===== src/rtl/switch_debounce_edge.sv =====
// switch_debounce_edge: per-channel synchroniser, bounce filter and
// registered rise/fall pulse generator for push-button inputs.
module switch_debounce_edge #(
  parameter int NUM_SWITCHES   = 4,
  parameter int DEBOUNCE_LIMIT = 250000
) (
  input  logic                    i_Clk,
  input  logic                    i_Reset,
  input  logic [NUM_SWITCHES-1:0] i_Switch,
  output logic [NUM_SWITCHES-1:0] o_Switch,
  output logic [NUM_SWITCHES-1:0] o_Rise,
  output logic [NUM_SWITCHES-1:0] o_Fall
);

  localparam int CW = $clog2(DEBOUNCE_LIMIT);
  localparam logic [CW-1:0] LAST = CW'(DEBOUNCE_LIMIT - 1);
  localparam logic [CW-1:0] ONE  = CW'(1);

  logic [NUM_SWITCHES-1:0] r_Sync1;
  logic [NUM_SWITCHES-1:0] r_Sync2;
  logic [NUM_SWITCHES-1:0] r_Level;
  logic [NUM_SWITCHES-1:0] r_Rise;
  logic [NUM_SWITCHES-1:0] r_Fall;
  logic [CW-1:0]           r_Count [NUM_SWITCHES];

  logic [NUM_SWITCHES-1:0] w_Differ;
  logic [NUM_SWITCHES-1:0] w_Accept;

  // A channel flips once it has disagreed for the final counted cycle.
  always_comb begin
    w_Differ = r_Sync2 ^ r_Level;
    w_Accept = '0;
    for (int n = 0; n < NUM_SWITCHES; n++) begin
      w_Accept[n] = w_Differ[n] && (r_Count[n] == LAST);
    end
  end

  // Two-flop synchroniser bringing the raw pins into i_Clk.
  always_ff @(posedge i_Clk) begin
    if (i_Reset) begin
      r_Sync1 <= '0;
      r_Sync2 <= '0;
    end else begin
      r_Sync1 <= i_Switch;
      r_Sync2 <= r_Sync1;
    end
  end

  // Disagreement counters: restart on agreement or acceptance.
  always_ff @(posedge i_Clk) begin
    for (int n = 0; n < NUM_SWITCHES; n++) begin
      if (i_Reset) begin
        r_Count[n] <= '0;
      end else if (!w_Differ[n] || w_Accept[n]) begin
        r_Count[n] <= '0;
      end else begin
        r_Count[n] <= r_Count[n] + ONE;
      end
    end
  end

  // Stable level and pulses, registered together so they align.
  always_ff @(posedge i_Clk) begin
    if (i_Reset) begin
      r_Level <= '0;
      r_Rise  <= '0;
      r_Fall  <= '0;
    end else begin
      r_Level <= r_Level ^ w_Accept;
      r_Rise  <= w_Accept & r_Sync2;
      r_Fall  <= w_Accept & ~r_Sync2;
    end
  end

  assign o_Switch = r_Level;
  assign o_Rise   = r_Rise;
  assign o_Fall   = r_Fall;

endmodule


===== config.mk =====
export PLATFORM = sky130hd
export DESIGN_NAME = switch_debounce_edge
export DESIGN_NICKNAME = d
export VERILOG_FILES = /design/src/rtl/switch_debounce_edge.sv
export SDC_FILE = /design/constraint.sdc
export NUM_CORES = 1
export LEC_CHECK = 0
export ABC_CLOCK_PERIOD_IN_PS = 4000
export BUFFER_PORTS_ARGS = -buffer_cell sky130_fd_sc_hd__buf_2
export CAP_MARGIN = 15
export CORE_MARGIN = 8
export CORE_UTILIZATION = 66
export DETAILED_ROUTE_END_ITERATION = 6
export GPL_TIMING_DRIVEN = 0
export PLACE_DENSITY = 0.84
export RECOVER_POWER = 25
export SYNTH_ARGS = -nofsm -noshare
export SYNTH_HDL_FRONTEND = slang
export SYNTH_SLANG_ARGS = --single-unit

===== constraint.sdc =====
create_clock -name i_Clk -period 4 [get_ports i_Clk]
set_input_delay 0.2 -clock i_Clk [delete_from_list [all_inputs] [get_ports i_Clk]]
set_output_delay 0.2 -clock i_Clk [all_outputs]
set_load 0.005 [all_outputs]

Word-level counts from Yosys, hierarchy flattened
Memories as Yosys holds them, arrays and structs flattened.
Index checks and enable logic that the tools add are counted.
{ "totals": {"regBits": 20, "ram_bits": 72, "in_bits": 6, "out_inout_bits": 12, "mem_count": 1} }
{ "mem_list": {"columns": ["name", "words", "width", "rd", "rd_ports_with_merged_regs", "wr", "line_no", "source"], "rows": [
  ["r_Count", 4, 18, 4, 0, 4, "24", "logic [CW-1:0] r_Count [NUM_SWITCHES];"]
]} }
{ "op_classes": {"add_sub_neg": 4, "eq_ne": 4, "muxes": 34, "bitwise_logic": 13, "n_reduce_logical": 12} }
{ "op_table": {"columns": ["cell", "n"], "rows": [
  ["two-way mux 18 bit", 8],
  ["adder 18 x 1 -> 18 bit (second input constant)", 4],
  ["== test 18 bit (second input constant)", 4],
  ["two-way mux 1 bit", 26],
  ["bitwise AND 4 bit", 2],
  ["bitwise OR 1 bit", 8],
  ["bitwise XOR 4 bit", 2],
  ["logical AND 1 bit", 4],
  ["zero test 1 bit", 4],
  ["logical OR 1 bit", 4],
  ["inverter 4 bit", 1]
]} }

Longest topological paths before layout
Gate-level depths: netlist of the first run.
{ "logic_depth": {"ltp_word": 8, "mapped_depth": 6} }

Least setup slack after synthesis of the first run
OpenSTA, ideal clock, no wires.
{ "synth_timing": {"path_type": "reg-to-reg", "from": "memory r_Count[2][13] in the netlist's numbering", "to": "memory r_Count[2][11] in the netlist's numbering, data pin", "arrival_time_ns": 1.885, "required_ns": 3.746, "slack_ns": 1.860, "path_stages_with_launch": 6, "cell_sequence": "edfxtp_1 or4b_1 or4_4 o21ai_2 buf_4 nor2_1"} }
{ "synth_rtl": {"columns": ["item", "line_no"], "rows": [
  ["from (decl)", "24"]
]} }

==> results of run 1 <==
## synth_stat cells, drive strengths merged
master  number
nand4       23
nor4        23
or2          3
ha           4
o41ai        2
nor2b        8
nor4b        4
nand3b       1
and4b        1
o21ai        4
nand2b      16
inv          6
a21oi        9
xor2        16
or3          2
or4          7
dfxtp       20
nand2       18
mux2i        4
and4         4
and2         2
nor2        75
xnor2       43
buf          3
edfxtp      72
conb         1
clkbuf       9
o31ai        3
or4b         2
nand3       25
nor3        17
and3         9
## state kept, by name (all words and copies together) (netlist names), named ones only
register  flops
r_Sync1       4
o_Rise        4
r_Count      72
o_Fall        4
r_Sync2       4
## metal layers
metal	global-route usage	vias to the layer above	part of all wire
met2	0.2935	78	0.47
met5	0	-	0
met4	0.08498	0	0.017
met3	0.03183	15	0.040
met1	0.2218	1588	0.47
li1	-	1719	-
## how the worst max path moves through the flow
stage | to | slack (ps) | from
4_1_cts | r_Count[3][14] | 1540 | r_Count[3][5]
3_3_place_gp | r_Count[3][16] | 1590 | r_Count[3][5]
5_1_grt | r_Count[3][14] | 1350 | r_Count[3][5]
3_5_place_dp | r_Count[3][12] | 1550 | r_Count[3][5]
2_1_floorplan | r_Count[2][11] | 1860 | r_Count[2][13]
6_report | r_Count[3][14] | 1550 | r_Count[3][5]
## worst max-delay path, delay by kind of cell (launching register included)
kind / cells / cell delay [ps]
DFF: 1 / 370
and+or+nand+nor: 3 / 540
buffers and inverters: 2 / 550
AOI/OAI and AO/OA: 1 / 750
## kinds of logic (layout without fill, tap and decap cells)
| group | Yosys count | after routing |
|---|---|---|
| other cells | 1 | 72 |
| simple gates | 240 | 240 |
| buf+inv | 18 | 50 |
| xor+xnor | 59 | 59 |
| compound gates | 18 | 18 |
| mux | 4 | 4 |
| fa+ha+maj | 4 | 4 |
| flops | 92 | 92 |
## where the power goes
part           switching, mW  leakage (nW)  internal [mW]
Clock                  0.307         0.104          0.342
Combinational         0.0490         0.771         0.0341
Sequential            0.0375         0.905           1.06
Total                  0.393          1.78           1.44
## through the flow
| step | util | hold slack [ps] | cells | total power [mW] | instance area (sq um) |
|---|---|---|---|---|---|
| after floorplan | - | 328.2 | 507 | 1.179 | 4905 |
| after global routing | 0.7801 | 48.46 | 635 | 1.885 | 5300 |
| after global placement | 0.7514 | 410.2 | 619 | 1.198 | 5105 |
| final | 0.7801 | 50.75 | 635 | 1.833 | 5300 |
| after detailed placement | 0.7514 | 416.2 | 619 | 1.202 | 5105 |
| after CTS | 0.7818 | 48.56 | 635 | 1.836 | 5311 |
## final cells by class
cell class              count  share of cell area
plain buffers              12             0.01086
clock buffers              15             0.03329
clock inverters             1            0.005666
inverters                   6            0.004249
multi-input cells         397              0.4268
flip-flops and latches     92              0.4835
well taps                  96             0.02266
repair buffers             16             0.01298
==> impl_metrics.env, run 1 <==
export IMPL_worst_r2r_endpoint="r_Count[3][14]"
export IMPL_worst_slack_ps=1546
export IMPL_clockRootBuffer="clkbuf_8"
export IMPL_wl_um=8362
export IMPL_cts_tree="yes"
export IMPL_numCtsBuffers=9
export IMPL_netlist_area_sq_mm=0.004638
export IMPL_fin_nets=544
export IMPL_core_sq_mm=0.006794
export IMPL_outcome="finished, final reports clean"
export IMPL_netlist_area_leader_share=0.4661
export IMPL_r2r_slack_ps=1550
export IMPL_dp_slack_ps=1549
export IMPL_grt_pass1_wl_um=14410
export IMPL_h_tree_depth=3
export IMPL_ys_warn_count=0
export IMPL_ant_nets=0
export IMPL_hold_class="in -> reg"
export IMPL_ys_types=37
export IMPL_post_cts_buffers=0
export IMPL_vias=3400
export IMPL_fin_crit_sh=0.6135
export IMPL_fin_crit_ps=2454
export IMPL_io_buffer_count=16
export IMPL_cts_path_max_buffers=2
export IMPL_path_cells="clkbuf_1 > nor4_1 > nand4_1 > o41ai_2 > buf_2 > nor2_1"
export IMPL_die_h_um=99.83
export IMPL_postSynthAreaPerCell_sq_um=10.64
export IMPL_overflow=0
export IMPL_synth_top_family_by_area="simple AND/OR/NAND/NOR gates"
export IMPL_max_freq_ghz=0.4075
export IMPL_die_area_sq_mm=0.009966
export IMPL_fill_cells=451
export IMPL_ir_drop_v=0.0002480
export IMPL_fin_tns_setup_ps=0
export IMPL_relSlewSlack=0.5040
export IMPL_layout_commonest_cell="nor2_1"
export IMPL_critPathMaxFanout=10
export IMPL_insertion_delay_ps=360
export IMPL_drc_errors=0
export IMPL_regToRegStartpoint="r_Count[3][5]"
export IMPL_p_leak_nw=1.780
export IMPL_post_dp_hpwl_um=5979
export IMPL_arrival_ps=2570
export IMPL_seq_area_frac_synth=0.5525
export IMPL_drt_iter0_markers=138
export IMPL_grt_max_degree=15
export IMPL_cpPeakStageDelay_ps=750
export IMPL_critical_path_class="reg -> reg"
export IMPL_cp_start_kind="flop"
export IMPL_clkTransAtPathRegs_ps=90
export IMPL_synth_compound_area_frac=0.02671
export IMPL_multi_input_comb_area_sq_mm=0.002262
export IMPL_track_usage=0.1783
export IMPL_n_antenna_cell=0
export IMPL_fp_row_count=30
export IMPL_syn_inst=436
export IMPL_grt_pass1_vias=3299
export IMPL_antenna_found_initial=0
export IMPL_yosys_area_share_simple=0.2719
export IMPL_crit_required_ps=4110
export IMPL_post_cts_resized=0
export IMPL_drv_slew=0
export IMPL_max_slew_worst_pin_slew_ps=736.0
export IMPL_fin_skew_ps=10.20
export IMPL_max_cap_violations=0
export IMPL_wire_per_inst_um=13.17
export IMPL_slowest_stage="o41ai_2"
export IMPL_synth_area_leaders="edfxtp_1, dfxtp_1, xnor2_1"
export IMPL_firstDrtPassIters=4
export IMPL_synthToLayoutAreaGrowth_pct=14.27
export IMPL_synth_area_leader_cell="edfxtp_1"
export IMPL_synthMuxAreaShare=0.008632
export IMPL_initial_core_util=0.6827
export IMPL_avgViaCountPerCell=5.354
export IMPL_layout_common_cells="nor2_1, edfxtp_1, conb_1"
export IMPL_hold_depth=2
export IMPL_finalSetupViolCount=0
export IMPL_drive_above_1_share=0.05566
export IMPL_rsz0062_at_grt="false"
export IMPL_reg2reg_depth=6
export IMPL_clock_sinks=92
export IMPL_finalHoldViolCount=0
export IMPL_min_delay_start="i_Switch[3]"
export IMPL_min_to="r_Sync1[3]"
export IMPL_gp_congestion=0.8550
export IMPL_die_width_um=99.83
export IMPL_synth_xor_area_frac=0.1114
export IMPL_ios=18
export IMPL_synth_seq_cells=92
export IMPL_synth_adder_area_share=0.01079
export IMPL_worst_setup_path_end_kind="flop"
export IMPL_power_density_mw_per_mm2=345.9
export IMPL_ctsHoldBuffers=0
export IMPL_seq_area_sq_mm=0.002562
Power figures use the tool's default switching activity.
==> run 2, diff against run 1 <==
Settings changed: ABC_CLOCK_PERIOD_IN_PS 4000 to 2400, CORE_UTILIZATION 66 to 62, PLACE_DENSITY 0.84 to 0.8.
Clock period 4 ns to 2.4 ns, I/O delays scaled along.
==> impl_metrics.env, run 2 (synthesis gave the netlist of run 1 again) <==
export IMPL_outcome="finished, final reports clean"
export IMPL_crit_required_ps=2510
export IMPL_max_slew_worst_pin_slew_ps=521.2
export IMPL_synthToLayoutAreaGrowth_pct=16.54
export IMPL_largest_reg_flops=72
export IMPL_p_switching_uw=700.5
export IMPL_finalSetupViolCount=0
export IMPL_critPathMaxFanout=10
export IMPL_cts_path_max_buffers=2
export IMPL_clkTransAtPathRegs_ps=80
export IMPL_startpoint="r_Count[2][13]"
export IMPL_die_width_um=102.5
export IMPL_firstDrtPassIters=4
export IMPL_hold_depth=3
export IMPL_worst_r2r_endpoint="r_Count[2][0]"
export IMPL_vias=3435
export IMPL_wire_per_inst_um=13.74
export IMPL_arrival_ps=2430
export IMPL_io_buffer_count=16
export IMPL_track_usage=0.1815
export IMPL_p_sw_frac=0.2245
export IMPL_drv_slew=0
export IMPL_core_sq_mm=0.007253
export IMPL_p_int_mw=2.420
export IMPL_fill_cells=557
export IMPL_overflow=0
export IMPL_p_leak_nw=1.831
export IMPL_initial_core_util=0.6395
export IMPL_power_frac_seq=0.589
export IMPL_ant_nets=0
export IMPL_max_cap_violations=0
export IMPL_cts_tree="yes"
export IMPL_finalHoldViolCount=0
export IMPL_dp_slack_ps=-160.5
export IMPL_ios=18
export IMPL_avgViaCountPerCell=5.334
export IMPL_worst_slack_ps=82.74
export IMPL_place_inst=622
export IMPL_gp_congestion=0.8238
export IMPL_drc_errors=0
export IMPL_max_flop_register="r_Count"
export IMPL_instances_no_fill=644
export IMPL_numCtsBuffers=9
export IMPL_reg2reg_depth=5
export IMPL_wl_um=8846
export IMPL_worst_setup_path_end_kind="flop"
export IMPL_dpl_cell_area_sq_mm=0.005109
export IMPL_die_area_sq_mm=0.01050
export IMPL_n_antenna_cell=0
export IMPL_fin_crit_sh=0.9655
export IMPL_fp_row_count=31
export IMPL_fin_skew_ps=10.81
export IMPL_drt_iter0_markers=118
export IMPL_critical_path_class="reg -> reg"
export IMPL_combPwrFrac=0.048
export IMPL_layout_common_cells="nor2_1, edfxtp_1, conb_1"
export IMPL_final_core_util=0.7452
export IMPL_fin_crit_ps=2317
export IMPL_layout_commonest_cell="nor2_1"
export IMPL_ir_drop_v=0.0003471
export IMPL_antenna_found_initial=0
export IMPL_grt_max_degree=16
export IMPL_insertion_delay_ps=360
export IMPL_hold_class="in -> reg"
export IMPL_post_dp_hpwl_um=6302
export IMPL_final_area_sq_mm=0.005405
export IMPL_die_h_um=102.5
export IMPL_r2r_slack_ps=80
export IMPL_regToRegStartpoint="r_Count[2][13]"
export IMPL_fin_nets=550
export IMPL_h_tree_depth=3
export IMPL_grt_pass1_vias=3338
export IMPL_drive_above_1_share=0.07156
export IMPL_relSlewSlack=0.6493
export IMPL_power_density_mw_per_mm2=577.4
export IMPL_min_delay_start="i_Reset"
export IMPL_clock_sinks=92
export IMPL_power_share_clock=0.364
export IMPL_grt_pass1_wl_um=14880
export IMPL_whs_ps=341.7
export IMPL_max_freq_ghz=0.4315
export IMPL_cp_start_kind="flop"
export IMPL_clockRootBuffer="clkbuf_8"
export IMPL_rsz0062_at_grt="false"
[run 2: critical path, cell delays in order (launching register included)]
cell and delay (ps):
edfxtp_1 460, or4b_1 550, or4_4 530, o21ai_4 240
buf_4 230, nor2_1 60
[run 2: final cells by class]
| type | instances | area, sq um | share of cell area |
|---|---|---|---|
| plain buffers | 12 | 58.81 | 0.01088 |
| clock buffers | 9 | 123.9 | 0.02292 |
| clock inverters | 7 | 90.09 | 0.01667 |
| inverters | 6 | 22.52 | 0.004167 |
| multi-input cells | 397 | 2296 | 0.4248 |
| flip-flops and latches | 92 | 2562 | 0.4741 |
| well taps | 99 | 123.9 | 0.02292 |
| repair buffers | 22 | 127.6 | 0.02361 |
[run 2: worst max path at each step]
stage | to | cells past startpoint | slack, ps
3_5_place_dp | r_Count[3][11] | 6 | -160
2_1_floorplan | r_Count[2][11] | 5 | 260
5_1_grt | r_Count[2][15] | 5 | 20
4_1_cts | r_Count[1][14] | 5 | 10
6_report | r_Count[2][0] | 5 | 80
3_3_place_gp | r_Count[3][13] | 6 | 10
[run 2: per-layer routing]
metal / vias up / share of wire / GRT usage
met4: 0 / 0.016 / 0.07675
met2: 75 / 0.50 / 0.3062
met3: 13 / 0.038 / 0.02903
met5: - / 0 / 0
met1: 1616 / 0.45 / 0.2258
li1: 1731 / - / -
[run 2: metrics by stage]
step	power (mW)	setup TNS, ps
after floorplan	1.965	0
after global placement	1.997	0
after detailed placement	2.006	-1542
after CTS	3.126	0
after global routing	3.226	0
final	3.121	0
[run 2: power by group through the flow]
stage                     clock network, mW  logic, mW  registers [mW]
after floorplan                           0      0.112            1.85
after global placement                    0      0.130            1.87
after detailed placement                  0      0.134            1.87
after CTS                              1.15      0.142            1.83
after global routing                   1.21      0.170            1.85
final                                  1.13      0.149            1.84
[run 2: what timing repair did]
| item | in CTS | in global routing |
|---|---|---|
| endpoints found under the setup margin | 10 | 31 |
| hold buffers | 4 | 0 |
| gates resized for setup | 1 | 5 |
| pin swaps | 1 | 1 |
| setup buffers | 0 | 2 |
| hold endpoints to repair | 4 | 0 |
==> run 3, diff against run 2 <==
Settings changed: CORE_ASPECT_RATIO from default to 1.2.
==> impl_metrics.env, run 3 (synthesis gave the netlist of run 1 again) <==
export IMPL_outcome="finished, final reports clean"
export IMPL_vias=3452
export IMPL_ir_drop_v=0.0003279
export IMPL_initial_core_util=0.6376
export IMPL_io_buffer_count=16
export IMPL_wire_per_inst_um=13.55
export IMPL_post_dp_hpwl_um=6032
export IMPL_insertion_delay_ps=350
export IMPL_fin_nets=549
export IMPL_instances_no_fill=634
export IMPL_numCtsBuffers=9
export IMPL_max_slew_worst_pin_slew_ps=570.1
export IMPL_grt_pass1_wl_um=14870
export IMPL_gp_congestion=0.8530
export IMPL_die_width_um=94.96
export IMPL_layout_common_cells="nor2_1, edfxtp_1, conb_1"
export IMPL_cts_tree="yes"
export IMPL_clock_sinks=92
export IMPL_crit_required_ps=2500
export IMPL_finalSetupViolCount=0
export IMPL_ios=18
export IMPL_cpPeakStageDelay_ps=550
export IMPL_clkTransAtPathRegs_ps=80
export IMPL_fin_crit_sh=0.9580
export IMPL_fin_crit_ps=2299
export IMPL_firstDrtPassIters=4
export IMPL_layout_commonest_cell="nor2_1"
export IMPL_h_tree_depth=3
export IMPL_slowest_stage="or4b_1"
export IMPL_largest_reg_flops=72
export IMPL_p_leak_nw=1.802
export IMPL_critPathMaxFanout=10
export IMPL_place_inst=613
export IMPL_critical_path_class="reg -> reg"
export IMPL_die_h_um=110.7
export IMPL_max_cap_violations=0
export IMPL_core_sq_mm=0.007274
export IMPL_antenna_found_initial=0
export IMPL_die_area_sq_mm=0.01052
export IMPL_drt_iter0_markers=126
export IMPL_avgViaCountPerCell=5.445
export IMPL_ant_nets=0
export IMPL_grt_pass1_vias=3339
export IMPL_max_flop_register="r_Count"
export IMPL_drv_slew=0
export IMPL_track_usage=0.1748
export IMPL_grt_max_degree=15
export IMPL_worst_setup_path_end_kind="flop"
export IMPL_drc_errors=0
export IMPL_cp_start_kind="flop"
export IMPL_dp_slack_ps=-116.4
export IMPL_wl_um=8592
export IMPL_fp_row_count=34
export IMPL_arrival_ps=2400
export IMPL_max_freq_ghz=0.4350
export IMPL_n_antenna_cell=0
export IMPL_overflow=0
export IMPL_relSlewSlack=0.6164
export IMPL_drive_above_1_share=0.06250
export IMPL_worst_slack_ps=100.9
export IMPL_synthToLayoutAreaGrowth_pct=15.27
export IMPL_hold_class="in -> reg"
export IMPL_finalHoldViolCount=0
export IMPL_path_cells="or4b_1 > or4_4 > o21ai_4 > buf_4 > nor2_1"
export IMPL_power_density_mw_per_mm2=554.2
export IMPL_rsz0062_at_grt="false"
export IMPL_clockRootBuffer="clkbuf_8"
export IMPL_cts_path_max_buffers=2
export IMPL_fin_skew_ps=14.32
[run 3: metal layers]
layer	routed length (um)	track usage
met1	3794	0.2076
met2	4384	0.2951
met3	273	0.03049
met4	141	0.08142
met5	0	0
[run 3: area by class of cell]
| class | count | area [sq um] |
|---|---|---|
| buffer | 12 | 58.81 |
| clock buffer | 13 | 138.9 |
| clock inverter | 3 | 40.04 |
| fill | 575 | 1928 |
| inverter | 6 | 22.52 |
| multi-input combinational | 397 | 2296 |
| sequential | 92 | 2562 |
| tap | 90 | 112.6 |
| timing repair buffer | 21 | 115.1 |
[run 3: path summary, 6_finish.rpt]
check / from / to / slack, ps / cells past startpoint
setup reg to reg: r_Count[2][13] / r_Count[2][12] / 100 / 5
hold / removal: i_Switch[3] / r_Sync1[3] / 20 / 2
hold reg to reg: r_Sync1[3] / r_Sync2[3] / 430 / 1
setup / recovery: r_Count[2][13] / r_Count[2][12] / 100 / 5
[run 3: power breakdown]
group	total [mW]	internal, mW	switching, mW
Combinational	0.147	0.0622	0.0845
Sequential	1.84	1.77	0.0630
Clock	0.980	0.481	0.499
[run 3: through the flow]
stage / setup TNS (ps) / area (sq um) / util / power, mW / hold slack, ps
after global placement: -148.8 / 5097 / 0.7007 / 1.998 / 338.4
after floorplan: 0 / 4905 / - / 1.965 / 248.2
after CTS: 0 / 5318 / 0.7310 / 2.985 / 0.4085
after detailed placement: -1107 / 5097 / 0.7007 / 2.004 / 339.9
final: 0 / 5346 / 0.7350 / 2.963 / 16.39
after global routing: 0 / 5346 / 0.7350 / 3.089 / 18.58
[run 3: repair_timing]
action | 4_1_cts | 5_1_grt
setup endpoints to repair | 10 | 40
pin swaps | 0 | 1
hold buffers | 3 | 0
buffers inserted | 0 | 2
endpoints found under the hold margin | 3 | 0
gates resized for setup | 1 | 5
[run 3: worst max-delay path, delay by kind of cell, from the launching register on]
family | cells | cell delay [ps]
simple gates | 3 | 1140
flops | 1 | 450
compound gates | 1 | 240
buf+inv | 1 | 220
